## config.mk

```make
export PLATFORM = sky130hd
export DESIGN_NAME = param_fifo_flat
export DESIGN_NICKNAME = d
export VERILOG_FILES = /design/src/rtl/fifo_pkg.sv /design/src/rtl/param_fifo_if.sv /design/src/rtl/fifo_mem.sv /design/src/rtl/param_fifo.sv /design/src/flat_wrapper.sv
export SDC_FILE = /design/constraint.sdc
export NUM_CORES = 1
export LEC_CHECK = 0
export BUFFER_PORTS_ARGS = -buffer_cell sky130_fd_sc_hd__buf_2
export CORE_MARGIN = 10
export CORE_UTILIZATION = 35
export CTS_BUF_LIST = sky130_fd_sc_hd__clkbuf_16
export CTS_CLUSTER_SIZE = 12
export DETAILED_ROUTE_END_ITERATION = 6
export PLACE_DENSITY = 0.62
export SLEW_MARGIN = 20
export SYNTH_ARGS = -nofsm -noshare
export SYNTH_HDL_FRONTEND = slang
export SYNTH_SLANG_ARGS = --single-unit
```

## constraint.sdc

```tcl
create_clock -name clk -period 10.32 [get_ports clk]
set_input_delay 0.516 -clock clk [delete_from_list [all_inputs] [get_ports clk]]
set_output_delay 0.516 -clock clk [all_outputs]
set_load 0.01 [all_outputs]
```

## src/rtl/fifo_pkg.sv

```systemverilog
// fifo_pkg: shared FIFO read-mode constants and pointer sizing helper.
package fifo_pkg;
    localparam int FIFO_MODE_REG  = 0;
    localparam int FIFO_MODE_FWFT = 1;

    // Index bits plus one wrap bit so full and empty stay distinguishable.
    function automatic int fifo_ptr_width(input int depth);
        return $clog2(depth) + 1;
    endfunction
endpackage

```

## src/rtl/param_fifo_if.sv

```systemverilog
// param_fifo_if: push/pop handshake, status flags and occupancy of one FIFO.
interface param_fifo_if #(
    parameter int DEPTH      = 8,
    parameter int DATA_WIDTH = 8
);
    logic                       write_enable;
    logic [DATA_WIDTH-1:0]      write_data;
    logic                       write_full;
    logic                       write_almost_full;
    logic                       read_enable;
    logic [DATA_WIDTH-1:0]      read_data;
    logic                       read_valid;
    logic                       read_empty;
    logic                       read_almost_empty;
    logic [$clog2(DEPTH):0]     level;
    logic                       overflow;
    logic                       underflow;

    modport master (
        output write_enable, write_data, read_enable,
        input  write_full, write_almost_full, read_data, read_valid,
        input  read_empty, read_almost_empty, level, overflow, underflow
    );
    modport slave (
        input  write_enable, write_data, read_enable,
        output write_full, write_almost_full, read_data, read_valid,
        output read_empty, read_almost_empty, level, overflow, underflow
    );
endinterface

```

## src/rtl/fifo_mem.sv

```systemverilog
// fifo_mem: simple dual-port storage, synchronous write, asynchronous read, no reset.
module fifo_mem #(
    parameter int DEPTH      = 8,
    parameter int DATA_WIDTH = 8,
    localparam int AW        = $clog2(DEPTH)
) (
    input  logic                  clk,
    input  logic                  write_en,
    input  logic [AW-1:0]         write_addr,
    input  logic [DATA_WIDTH-1:0] write_data,
    input  logic [AW-1:0]         read_addr,
    output logic [DATA_WIDTH-1:0] read_data
);
    logic [DATA_WIDTH-1:0] mem [DEPTH];

    always_ff @(posedge clk)
        if (write_en) mem[write_addr] <= write_data;

    assign read_data = mem[read_addr];
endmodule

```

## src/rtl/param_fifo.sv

```systemverilog
// param_fifo: synchronous FIFO with registered or first-word-fall-through read,
// programmable almost flags and sticky overflow/underflow.
module param_fifo
    import fifo_pkg::*;
#(
    parameter int DEPTH      = 8,
    parameter int DATA_WIDTH = 8,
    parameter int FWFT       = FIFO_MODE_REG,
    parameter int AF_THRESH  = DEPTH - 2,
    parameter int AE_THRESH  = 2
) (
    input  logic         clk,
    input  logic         reset_n,
    input  logic         flush,
    input  logic         clear_flags,
    param_fifo_if.slave  bus
);
    localparam int PW = fifo_ptr_width(DEPTH);
    localparam int AW = PW - 1;

    logic [PW-1:0]         wr_ptr, rd_ptr, lvl;
    logic [DATA_WIDTH-1:0] head, rd_q;
    logic                  rv_q, ovf_q, unf_q, wr_ok, rd_ok;

    // Status is a pure function of the registered pointers.
    assign lvl                   = wr_ptr - rd_ptr;
    assign bus.level             = lvl;
    assign bus.write_full        = lvl == PW'(DEPTH);
    assign bus.read_empty        = lvl == '0;
    assign bus.write_almost_full = lvl >= PW'(AF_THRESH);
    assign bus.read_almost_empty = lvl <= PW'(AE_THRESH);
    assign bus.overflow          = ovf_q;
    assign bus.underflow         = unf_q;

    assign wr_ok = bus.write_enable && !bus.write_full;
    assign rd_ok = bus.read_enable && !bus.read_empty;

    fifo_mem #(.DEPTH(DEPTH), .DATA_WIDTH(DATA_WIDTH)) u_mem (
        .clk        (clk),
        .write_en   (wr_ok && !flush),
        .write_addr (wr_ptr[AW-1:0]),
        .write_data (bus.write_data),
        .read_addr  (rd_ptr[AW-1:0]),
        .read_data  (head)
    );

    always_ff @(posedge clk or negedge reset_n) begin
        if (!reset_n) begin
            wr_ptr <= '0;
            rd_ptr <= '0;
            rv_q   <= 1'b0;
            rd_q   <= '0;
            ovf_q  <= 1'b0;
            unf_q  <= 1'b0;
        end else begin
            ovf_q <= (bus.write_enable && bus.write_full) || (ovf_q && !clear_flags);
            unf_q <= (bus.read_enable && bus.read_empty) || (unf_q && !clear_flags);
            if (flush) begin
                wr_ptr <= '0;
                rd_ptr <= '0;
                rv_q   <= 1'b0;
            end else begin
                if (wr_ok) wr_ptr <= wr_ptr + 1'b1;
                if (rd_ok) rd_ptr <= rd_ptr + 1'b1;
                if (rd_ok) rd_q <= head;
                rv_q <= rd_ok;
            end
        end
    end

    // FWFT exposes the memory head directly; registered mode shows the last pop.
    assign bus.read_data  = (FWFT == FIFO_MODE_FWFT) ? head : rd_q;
    assign bus.read_valid = (FWFT == FIFO_MODE_FWFT) ? !bus.read_empty : rv_q;
endmodule
```

## src/flat_wrapper.sv

```systemverilog
// flat-port wrapper written by rule: the top's interface ports become plain ports
module param_fifo_flat import fifo_pkg::*;
#(
    parameter int DEPTH      = 8,
    parameter int DATA_WIDTH = 8,
    parameter int FWFT       = FIFO_MODE_REG,
    parameter int AF_THRESH  = DEPTH - 2,
    parameter int AE_THRESH  = 2
)
  (clk, reset_n, flush, clear_flags, bus_write_enable, bus_write_data, bus_read_enable, bus_write_full, bus_write_almost_full, bus_read_data, bus_read_valid, bus_read_empty, bus_read_almost_empty, bus_level, bus_overflow, bus_underflow);
  param_fifo_if #(.DEPTH(DEPTH), .DATA_WIDTH(DATA_WIDTH)) bus_i ();
  input  logic clk;
  input  logic reset_n;
  input  logic flush;
  input  logic clear_flags;
  input wire logic [$bits(bus_i.write_enable)-1:0] bus_write_enable;
  input wire logic [$bits(bus_i.write_data)-1:0] bus_write_data;
  input wire logic [$bits(bus_i.read_enable)-1:0] bus_read_enable;
  output wire logic [$bits(bus_i.write_full)-1:0] bus_write_full;
  output wire logic [$bits(bus_i.write_almost_full)-1:0] bus_write_almost_full;
  output wire logic [$bits(bus_i.read_data)-1:0] bus_read_data;
  output wire logic [$bits(bus_i.read_valid)-1:0] bus_read_valid;
  output wire logic [$bits(bus_i.read_empty)-1:0] bus_read_empty;
  output wire logic [$bits(bus_i.read_almost_empty)-1:0] bus_read_almost_empty;
  output wire logic [$bits(bus_i.level)-1:0] bus_level;
  output wire logic [$bits(bus_i.overflow)-1:0] bus_overflow;
  output wire logic [$bits(bus_i.underflow)-1:0] bus_underflow;
  assign bus_i.write_enable = bus_write_enable;
  assign bus_i.write_data = bus_write_data;
  assign bus_i.read_enable = bus_read_enable;
  assign bus_write_full = bus_i.write_full;
  assign bus_write_almost_full = bus_i.write_almost_full;
  assign bus_read_data = bus_i.read_data;
  assign bus_read_valid = bus_i.read_valid;
  assign bus_read_empty = bus_i.read_empty;
  assign bus_read_almost_empty = bus_i.read_almost_empty;
  assign bus_level = bus_i.level;
  assign bus_overflow = bus_i.overflow;
  assign bus_underflow = bus_i.underflow;
  param_fifo #(.DEPTH(DEPTH), .DATA_WIDTH(DATA_WIDTH), .FWFT(FWFT), .AF_THRESH(AF_THRESH), .AE_THRESH(AE_THRESH)) u_core (.clk(clk), .reset_n(reset_n), .flush(flush), .clear_flags(clear_flags), .bus(bus_i));
endmodule
```

# ---- Word-level counts from Yosys, hierarchy flattened
# Memory sizes are Yosys's and may differ from the RTL's. A register that Yosys moved wholly into a read port is not among the register bits.
# Cells that the tools add are included.
dict set report word_totals {
  reg_bits 11
  mem_bits_ro 0
  out_inout_bits 19
  n_memories 1
  ram_bits 64
  latch_bits 0
  elab_cells 38
}
dict set report op_classes {
  reduce_logical 18
  n_mul 0
  n_eq_ne 1
  n_shift 0
  addsub 3
  muxes 7
  bitwise 1
  div_mod_pow 0
  order_cmp 2
}
# memory words word_bits rd rd_clocked_by_memory_dff write_ports line
set memory_table {}
lappend memory_table {u_core.u_mem.mem 8 8 1 1 1 fifo_mem.sv:14} ;# logic [DATA_WIDTH-1:0] mem [DEPTH];
# cell n
set op_table {}
lappend op_table {{$mux W4} 4}
lappend op_table {{$add A4 B1 Y4 const B} 2}
lappend op_table {{$logic_and A1 B1 Y1} 7}
lappend op_table {{$logic_not A1 Y1} 5}
lappend op_table {{$eq A4 B4 Y1 const B} 1}
lappend op_table {{$ge A4 B3 Y1 const B} 1}
lappend op_table {{$le A4 B2 Y1 const B} 1}
lappend op_table {{$logic_not A4 Y1} 1}
lappend op_table {{$reduce_bool A2 Y1} 2}
lappend op_table {{$sub A4 B4 Y4} 1}
lappend op_table {{$mux W1} 3}
lappend op_table {{$logic_or A1 B1 Y1} 2}
lappend op_table {{$reduce_and A2 Y1} 1}
lappend op_table {{$not A1 Y1} 1}

# ---- Longest topological paths before layout
# Gate-level depths: netlist of the first run.
dict set report depth {
  depth_word 7
  depth_mapped 10
  depth_no_buf 9
}

# ---- Cells and area by module
# Synthesis of the first run repeated with hierarchy kept, for this count alone.
dict set report unflattened {
  cells_unflattened 201
  area_unflattened_um2 3616.0
}
# module cells_each n_inst area_each_um2
set by_module_without_submodules {}
lappend by_module_without_submodules {fifo_mem 106 1 2531.2}
lappend by_module_without_submodules {param_fifo 95 1 1084.8}

# ---- Least setup slack after synthesis of the first run
# No wires, ideal clock.
dict set report synth_timing {
  kind {flip-flop to flip-flop}
  start {reg u_core.rd_ptr[1]}
  end {mem u_core.u_mem.mem[0][0] (enable)}
  setup_ns 0.395
  arrival_time_ns 3.062
  n_path_buf 2
  stages_incl_launch_ff 10
  period_less_slack_ns 3.457
  slack_ns 6.863
  cell_sequence {dfrtp_1 -> clkbuf_1 -> clkbuf_1 -> inv_1 -> ha_1 -> and3b_4 -> o21ai_0 -> and2_2 -> o21ai_1 -> nor4_1}
}
dict set report synth_between {
  elab_chain_len 7
}
# item line
set synth_lines {}
lappend synth_lines {{start: declaration} param_fifo.sv:21} ;# logic [PW-1:0] wr_ptr, rd_ptr, lvl;
lappend synth_lines {{start signal: assignment} param_fifo.sv:64} ;# if (rd_ok) rd_ptr <= rd_ptr + 1'b1;
lappend synth_lines {{$sub A4 B4 Y4} param_fifo.sv:26} ;# assign lvl = wr_ptr - rd_ptr;
lappend synth_lines {{$eq A4 B4 Y1} param_fifo.sv:28} ;# assign bus.write_full = lvl == PW'(DEPTH);
lappend synth_lines {{$logic_not A1 Y1} param_fifo.sv:35} ;# assign wr_ok = bus.write_enable && !bus.write_full;
lappend synth_lines {{$logic_and A1 B1 Y1} param_fifo.sv:35}
lappend synth_lines {{$logic_and A1 B1 Y1} param_fifo.sv:40} ;# .write_en (wr_ok && !flush),
lappend synth_lines {{$mux W1} fifo_mem.sv:17} ;# if (write_en) mem[write_addr] <= write_data;
lappend synth_lines {{$mux W1 (not written as such)} fifo_mem.sv:17}
lappend synth_lines {{end: declaration} fifo_mem.sv:14}
# No other way between the ends.

# ---- Worst setup path in the final report of the first run
dict set report layout_timing {
  start {reg u_core.rd_ptr[1]}
  end {mem u_core.u_mem.mem[6][3] (enable)}
}
# The elaborated chain is that of the path after synthesis.

==> results of run 1 <==
==> registers in the layout (all words and copies together) (netlist names) <==
register,cells
u_core.u_mem.mem,64
u_core.bus.read_data,8
u_core.rd_ptr,4
u_core.wr_ptr,4
u_core.bus.overflow,1
u_core.bus.read_valid,1
u_core.bus.underflow,1
==> power breakdown <==
group	switching [mW]	total [mW]	internal, mW
Combinational	0.174	0.328	0.155
Sequential	0.0416	0.441	0.400
Clock	0.125	0.312	0.187
==> worst min-delay path by stage <==
| stage | end | slack (ns) | start | depth (start not counted) |
|---|---|---|---|---|
| 3_5_place_dp | u_core.bus.read_data[3]$_DFFE_PN0P_ | 0.47 | u_core.bus.read_data[3]$_DFFE_PN0P_ | 1 |
| 4_1_cts | u_core.wr_ptr[1]$_DFFE_PN0P_ | 0.13 | reset_n | 1 |
| 6_report | u_core.wr_ptr[1]$_DFFE_PN0P_ | 0.12 | reset_n | 1 |
| 3_3_place_gp | u_core.bus.read_data[2]$_DFFE_PN0P_ | 0.47 | u_core.bus.read_data[2]$_DFFE_PN0P_ | 1 |
| 5_1_grt | u_core.wr_ptr[1]$_DFFE_PN0P_ | 0.15 | reset_n | 1 |
| 2_1_floorplan | u_core.bus.overflow$_DFF_PN0_ | 0.22 | reset_n | 0 |
==> metal layers <==
metal  GRT usage (%)  wire, µm
met1           12.71      3172
met2           16.68      3459
met3           2.954       344
met4           4.977       131
met5               0         0
==> layout by cell type (no fill, tap or decap), types with 2 or more instances in the layout <==
cell type and instances:
mux2i_1 2, nor2_1 5, a22o_1 2, buf_2 32, a21oi_1 4, edfxtp_1 64
buf_4 2, ha_1 5, o21ai_0 5, or3_1 3, a211oi_1 3, nor3_1 3
xor2_1 3, mux4_2 16, nand2_1 27, nor4_1 2, mux2_2 3, mux2_1 5
nand3_1 2, dfrtp_1 18, clkinv_2 2, nor3_2 3, inv_1 12, clkbuf_16 9
nand2b_1 2
==> cell type report <==
cell class              instances  area (µm²)  area share (%)
multi-input cells             110        1020           24.88
inverters                      12       45.04           1.099
clock buffers                   9       225.2           5.495
repair buffers                 34       175.2           4.274
flip-flops and latches         83        2399           58.52
clock inverters                 7       68.82           1.679
well taps                     133       166.4           4.060
==> cell families after synthesis <==
logic type / after synthesis / synth area share, %
buffers and inverters: 19 / 2.335
AOI/OAI and AO/OA: 18 / 3.305
DFF: 83 / 68.82
muxes: 26 / 13.51
adders and majority gates: 6 / 2.371
xor gates and xnor gates: 4 / 1.006
and+or+nand+nor: 56 / 8.657
==> results.sh, run 1 <==
export IMPL_max_slew_margin_rel_pct=31.72
export IMPL_dr_pass1_iters=4
export IMPL_final_setup_tns_ns=0
export IMPL_cp_arrival_ns=3.54
export IMPL_synth_area_um2=3483
export IMPL_synth_flop_cell="edfxtp_1"
export IMPL_post_route_period_util_pct=34.68
export IMPL_clk_latency_ns=0.34
export IMPL_final_antenna_net_count=0
export IMPL_post_route_cell_area_um2=4099
export IMPL_fillers=883
export IMPL_worstPathMaxFanout=21
export IMPL_yosys_area_top_type="edfxtp_1"
export IMPL_final_hold_viol_count=0
export IMPL_rrSetupSlack_ns=6.74
export IMPL_io_buffers=32
export IMPL_rows=36
export IMPL_hp_class="input pin to async pin"
export IMPL_totalWireLength_mm=7.108
export IMPL_hold_slack_ns=0.1165
export IMPL_maxCapViolCount=0
export IMPL_start_kind="flop"
export IMPL_r2r_end="u_core.u_mem.mem[6][3]$_DFFE_PP_"
export IMPL_fmax_ghz=0.2794
export IMPL_cts_tree="yes"
export IMPL_nets=270
export IMPL_synth_edf_count=64
export IMPL_skew_ns=0.006989
export IMPL_utilization_pct=42.13
export IMPL_grt_pass1_vias=1963
export IMPL_preCtsSetupSlack_ns=6.582
export IMPL_fin_cells=388
export IMPL_gr_usage_all_layers_pct=10.41
export IMPL_syn_num_nets=232
export IMPL_yosysUniqueCellTypes=39
export IMPL_outcome="finished, final reports clean"
export IMPL_powerDensity_nw_per_um2=263.8
export IMPL_critPathSlowestCell="nor3_1"
export IMPL_cts_hold_fix_buffers=0
export IMPL_die_area_um2=14340
export IMPL_required_ns=10.28
export IMPL_drive_gt1_share_pct=30.98
export IMPL_ioPinCount=33
export IMPL_slew_violations=0
export IMPL_synth_warnings=0
export IMPL_dpl_cell_count=372
export IMPL_min_period_ns=3.579
export IMPL_grt_overflow=0
export IMPL_vias_per_cell=4.946
export IMPL_die_w_um=119.8
export IMPL_ir_worst_vdd_v=0.00009679
export IMPL_diodes=0
export IMPL_synthDominantCellAreaShare_pct=55.17
export IMPL_antenna_found_initial=0
export IMPL_wl_per_cell_um=18.32
export IMPL_numCtsBuffers=9
export IMPL_worst_pin_slew_ns=1.016
export IMPL_rsz0062_at_grt="false"
export IMPL_cts_root_buf="clkbuf_16"
export IMPL_die_h_um=119.8
export IMPL_postLayoutSetupSlackWorst_ns=6.741
export IMPL_cts_repair_resized=0
export IMPL_critPathBufInv=1
export IMPL_finalSetupViolations=0
export IMPL_synth_most_common_cell="edfxtp_1"
export IMPL_drc=0
export IMPL_cts_setup_buffers=0
export IMPL_regToRegStartpoint="u_core.rd_ptr[1]$_DFFE_PN0P_"
export IMPL_critPathKind="flop to flop"
export IMPL_syn_avg_cell_area_um2=16.43
export IMPL_grt_max_degree=22
export IMPL_area_growth_pct=17.67
export IMPL_r2r_cells=7
export IMPL_power_leakage_nw=1.517
export IMPL_synthesis_instances=212
export IMPL_drt_iter0_markers=163
export IMPL_crit_start="u_core.rd_ptr[1]$_DFFE_PN0P_"
export IMPL_endpoint_kind="flop"
export IMPL_crit_cells=7
export IMPL_placed_area_um2=3789
export IMPL_initial_core_util_pct=35.80
export IMPL_fin_total_pwr_mw=1.081
export IMPL_htree_levels=3
export IMPL_clock_path_buffers=2
export IMPL_core_um2=9729
export IMPL_synth_seq_area_share_pct=68.82
export IMPL_place_congestion=0.8145
export IMPL_async_reset_ff_share_pct=22.89
export IMPL_cpLargestDelayFamily="simple AND/OR/NAND/NOR gates"
export IMPL_num_vias=1919
export IMPL_grt_pass1_wl_mm=11.16
export IMPL_clk_pin_slew_ns=0.06
export IMPL_ys_ff_latch=83
export IMPL_place_detailed_hpwl_mm=5.269
export IMPL_slowest_delay_ns=0.92
export IMPL_synth_area_leaders="edfxtp_1 55%, dfrtp_1 14%, mux4_2 10%, nand2_1 2.9%, ha_1 1.8%"
export IMPL_crit_chain="inv_1 > ha_1 > and3b_4 > o21ai_0 > and2_2 > o21ai_1 > nor3_1"
export IMPL_clock_sinks=83
export IMPL_synthTopCellsByCount="64 x edfxtp_1, 27 x nand2_1, 19 x dfrtp_1"
export IMPL_worstSetupEndpoint="u_core.u_mem.mem[6][3]$_DFFE_PP_"
(Power assumes the default switching activity.)
==> run 2: changes to the inputs <==
PLACE_DENSITY = 0.64   (was 0.62)
clock period = 2.89 ns   (was 10.32 ns; I/O delays follow)
==> run 2 against run 1 <==
Compared with the run above:
- die area stayed put
- total power grew to 3.6 times the previous value
- first-iteration DRC count is 15% lower
- sequential share of layout area is 1.4 points lower
- clock skew is 0.00070 ns higher
- setup slack worse by 6.5 ns
- worst hold slack worse by 0.053 ns
- combinational power grew to 4.1 times the previous value
- wire length is 4.8% lower
- critical endpoint is now u_core.u_mem.mem[7][2]$_DFFE_PP_
- final area is 2.4% higher
- final cell count is 1.3% higher
- maximum frequency is 33% higher
==> results.sh, run 2 (synthesized netlist as in run 1, its figures left out) <==
export IMPL_final_cell_mix="64 x edfxtp_1, 32 x buf_2, 27 x nand2_1"
export IMPL_regToRegStartpoint="u_core.rd_ptr[2]$_DFFE_PN0P_"
export IMPL_wl_per_cell_um=17.22
export IMPL_dr_pass1_iters=4
export IMPL_clk_latency_ns=0.33
export IMPL_p_sw_mw=1.292
export IMPL_p_int_mw=2.601
export IMPL_ioPinCount=33
export IMPL_fillers=888
export IMPL_num_vias=1922
export IMPL_antenna_found_initial=0
export IMPL_rows=36
export IMPL_vias_per_cell=4.891
export IMPL_crit_start="u_core.rd_ptr[2]$_DFFE_PN0P_"
export IMPL_die_area_um2=14340
export IMPL_start_kind="flop"
export IMPL_clkPwrFrac_pct=27.6
export IMPL_outcome="finished, final reports clean"
export IMPL_grt_pass1_vias=2075
export IMPL_fmax_ghz=0.3721
export IMPL_seqPwrFrac_pct=38.1
export IMPL_cts_repair_resized=0
export IMPL_post_route_period_util_pct=92.99
export IMPL_place_congestion=0.7790
export IMPL_grt_overflow=0
export IMPL_clock_sinks=83
export IMPL_cp_arrival_ns=2.64
export IMPL_cts_tree="yes"
export IMPL_worstPathMaxFanout=8
export IMPL_core_um2=9729
export IMPL_fin_total_pwr_mw=3.894
export IMPL_area_growth_pct=20.47
export IMPL_totalWireLength_mm=6.766
export IMPL_powerDensity_nw_per_um2=927.8
export IMPL_postLayoutSetupSlackWorst_ns=0.2027
export IMPL_grt_max_degree=20
export IMPL_nets=275
export IMPL_io_buffers=32
export IMPL_die_w_um=119.8
export IMPL_skew_ns=0.007691
export IMPL_drive_gt1_share_pct=34.23
export IMPL_worst_pin_slew_ns=0.7258
export IMPL_ff_latch_area_um2=2397
export IMPL_cts_setup_buffers=0
export IMPL_largest_reg_flops=64
export IMPL_drc=0
export IMPL_hp_class="input pin to flop"
export IMPL_grt_pass1_wl_mm=10.87
export IMPL_finalSetupViolations=0
export IMPL_final_antenna_net_count=0
export IMPL_htree_levels=3
export IMPL_swShare_pct=33.19
export IMPL_endpoint_kind="flop"
export IMPL_required_ns=2.85
export IMPL_final_common_cell="edfxtp_1"
export IMPL_diodes=0
export IMPL_initial_core_util_pct=35.80
export IMPL_final_hold_viol_count=0
export IMPL_comb_power_share_pct=34.3
export IMPL_top_register="u_core.u_mem.mem"
export IMPL_drt_iter0_markers=139
export IMPL_slew_violations=0
export IMPL_maxCapViolCount=0
export IMPL_power_leakage_nw=1.554
export IMPL_multiInputGateArea_um2=1089
export IMPL_gr_usage_all_layers_pct=9.698
export IMPL_rsz0062_at_grt="true"
export IMPL_preCtsSetupSlack_ns=0.1579
export IMPL_cts_root_buf="clkbuf_16"
export IMPL_clock_path_buffers=2
export IMPL_clk_pin_slew_ns=0.07
export IMPL_die_h_um=119.8
export IMPL_max_slew_margin_rel_pct=51.35
export IMPL_place_detailed_hpwl_mm=4.817
export IMPL_min_period_ns=2.687
export IMPL_numCtsBuffers=9
export IMPL_hold_start="bus_read_enable"
export IMPL_critPathKind="flop to flop"
export IMPL_ir_worst_vdd_v=0.0004604
run 2: per-layer routing:
layer	GRT usage, %	share of wire, %	vias to the layer above
met5	0	0	-
met4	4.600	1.5	0
met3	2.438	5.0	9
met2	15.23	48	58
met1	12.31	46	956
li1	-	-	899
run 2: path summary, 6_finish.rpt:
| path | cells past startpoint | to | slack, ns |
|---|---|---|---|
| worst min register to register | 1 | u_core.bus.read_data[4]$_DFFE_PN0P_ | 0.48 |
| worst min-delay path | 2 | u_core.bus.underflow$_DFF_PN0_ | 0.06 |
| worst max register to register | 7 | u_core.u_mem.mem[7][2]$_DFFE_PP_ | 0.20 |
| min in group asynchronous | 2 | u_core.bus.read_data[2]$_DFFE_PN0P_ | 0.30 |
| worst max-delay path | 7 | u_core.u_mem.mem[7][2]$_DFFE_PP_ | 0.20 |
| max in group asynchronous | 2 | u_core.bus.read_data[4]$_DFFE_PN0P_ | 2.26 |
run 2: power by group through the flow:
stage	registers (mW)	clock network [mW]	logic (mW)
6_report	1.48	1.07	1.34
5_1_grt	1.50	1.15	1.47
4_1_cts	1.49	1.09	1.36
3_5_place_dp	1.51	0	1.36
3_3_place_gp	1.51	0	1.32
2_1_floorplan	1.55	0	0.915
run 2: what timing repair did:
| action | CTS | global route |
|---|---|---|
| hold buffers | 1 | 0 |
| endpoints found under the setup margin | 0 | 24 |
| endpoints found under the hold margin | 19 | 0 |
run 2: final cells by class:
cell class,instances,area share (%)
Inverter,12,1.073
Sequential cell,83,57.13
Multi-Input combinational cell,110,25.94
Clock inverter,7,1.401
Clock buffer,9,5.367
Tap cell,133,3.965
Timing Repair Buffer,39,5.128
run 2: worst max-delay path, cell delays in order, from the launching register on:
cell and delay [ns]:
dfrtp_1 0.35, clkinv_1 0.08, ha_1 0.32, and3b_4 0.21, o21ai_0 0.29, and2_2 0.27, o21ai_4 0.15, nor3_2 0.65
run 2: per-stage QoR:
step                      utilization, %  cells  area [µm²]  TNS (ns)  hold WS (ns)
after CTS                          43.13    393        4197         0       0.05546
after detailed placement           40.11    376        3902         0        0.1292
after global placement             40.11    376        3902         0        0.1273
final                              43.13    393        4197         0       0.06371
after floorplan                        -    212        3568         0       -0.1511
after global routing               43.13    393        4197   -0.3694       0.05335
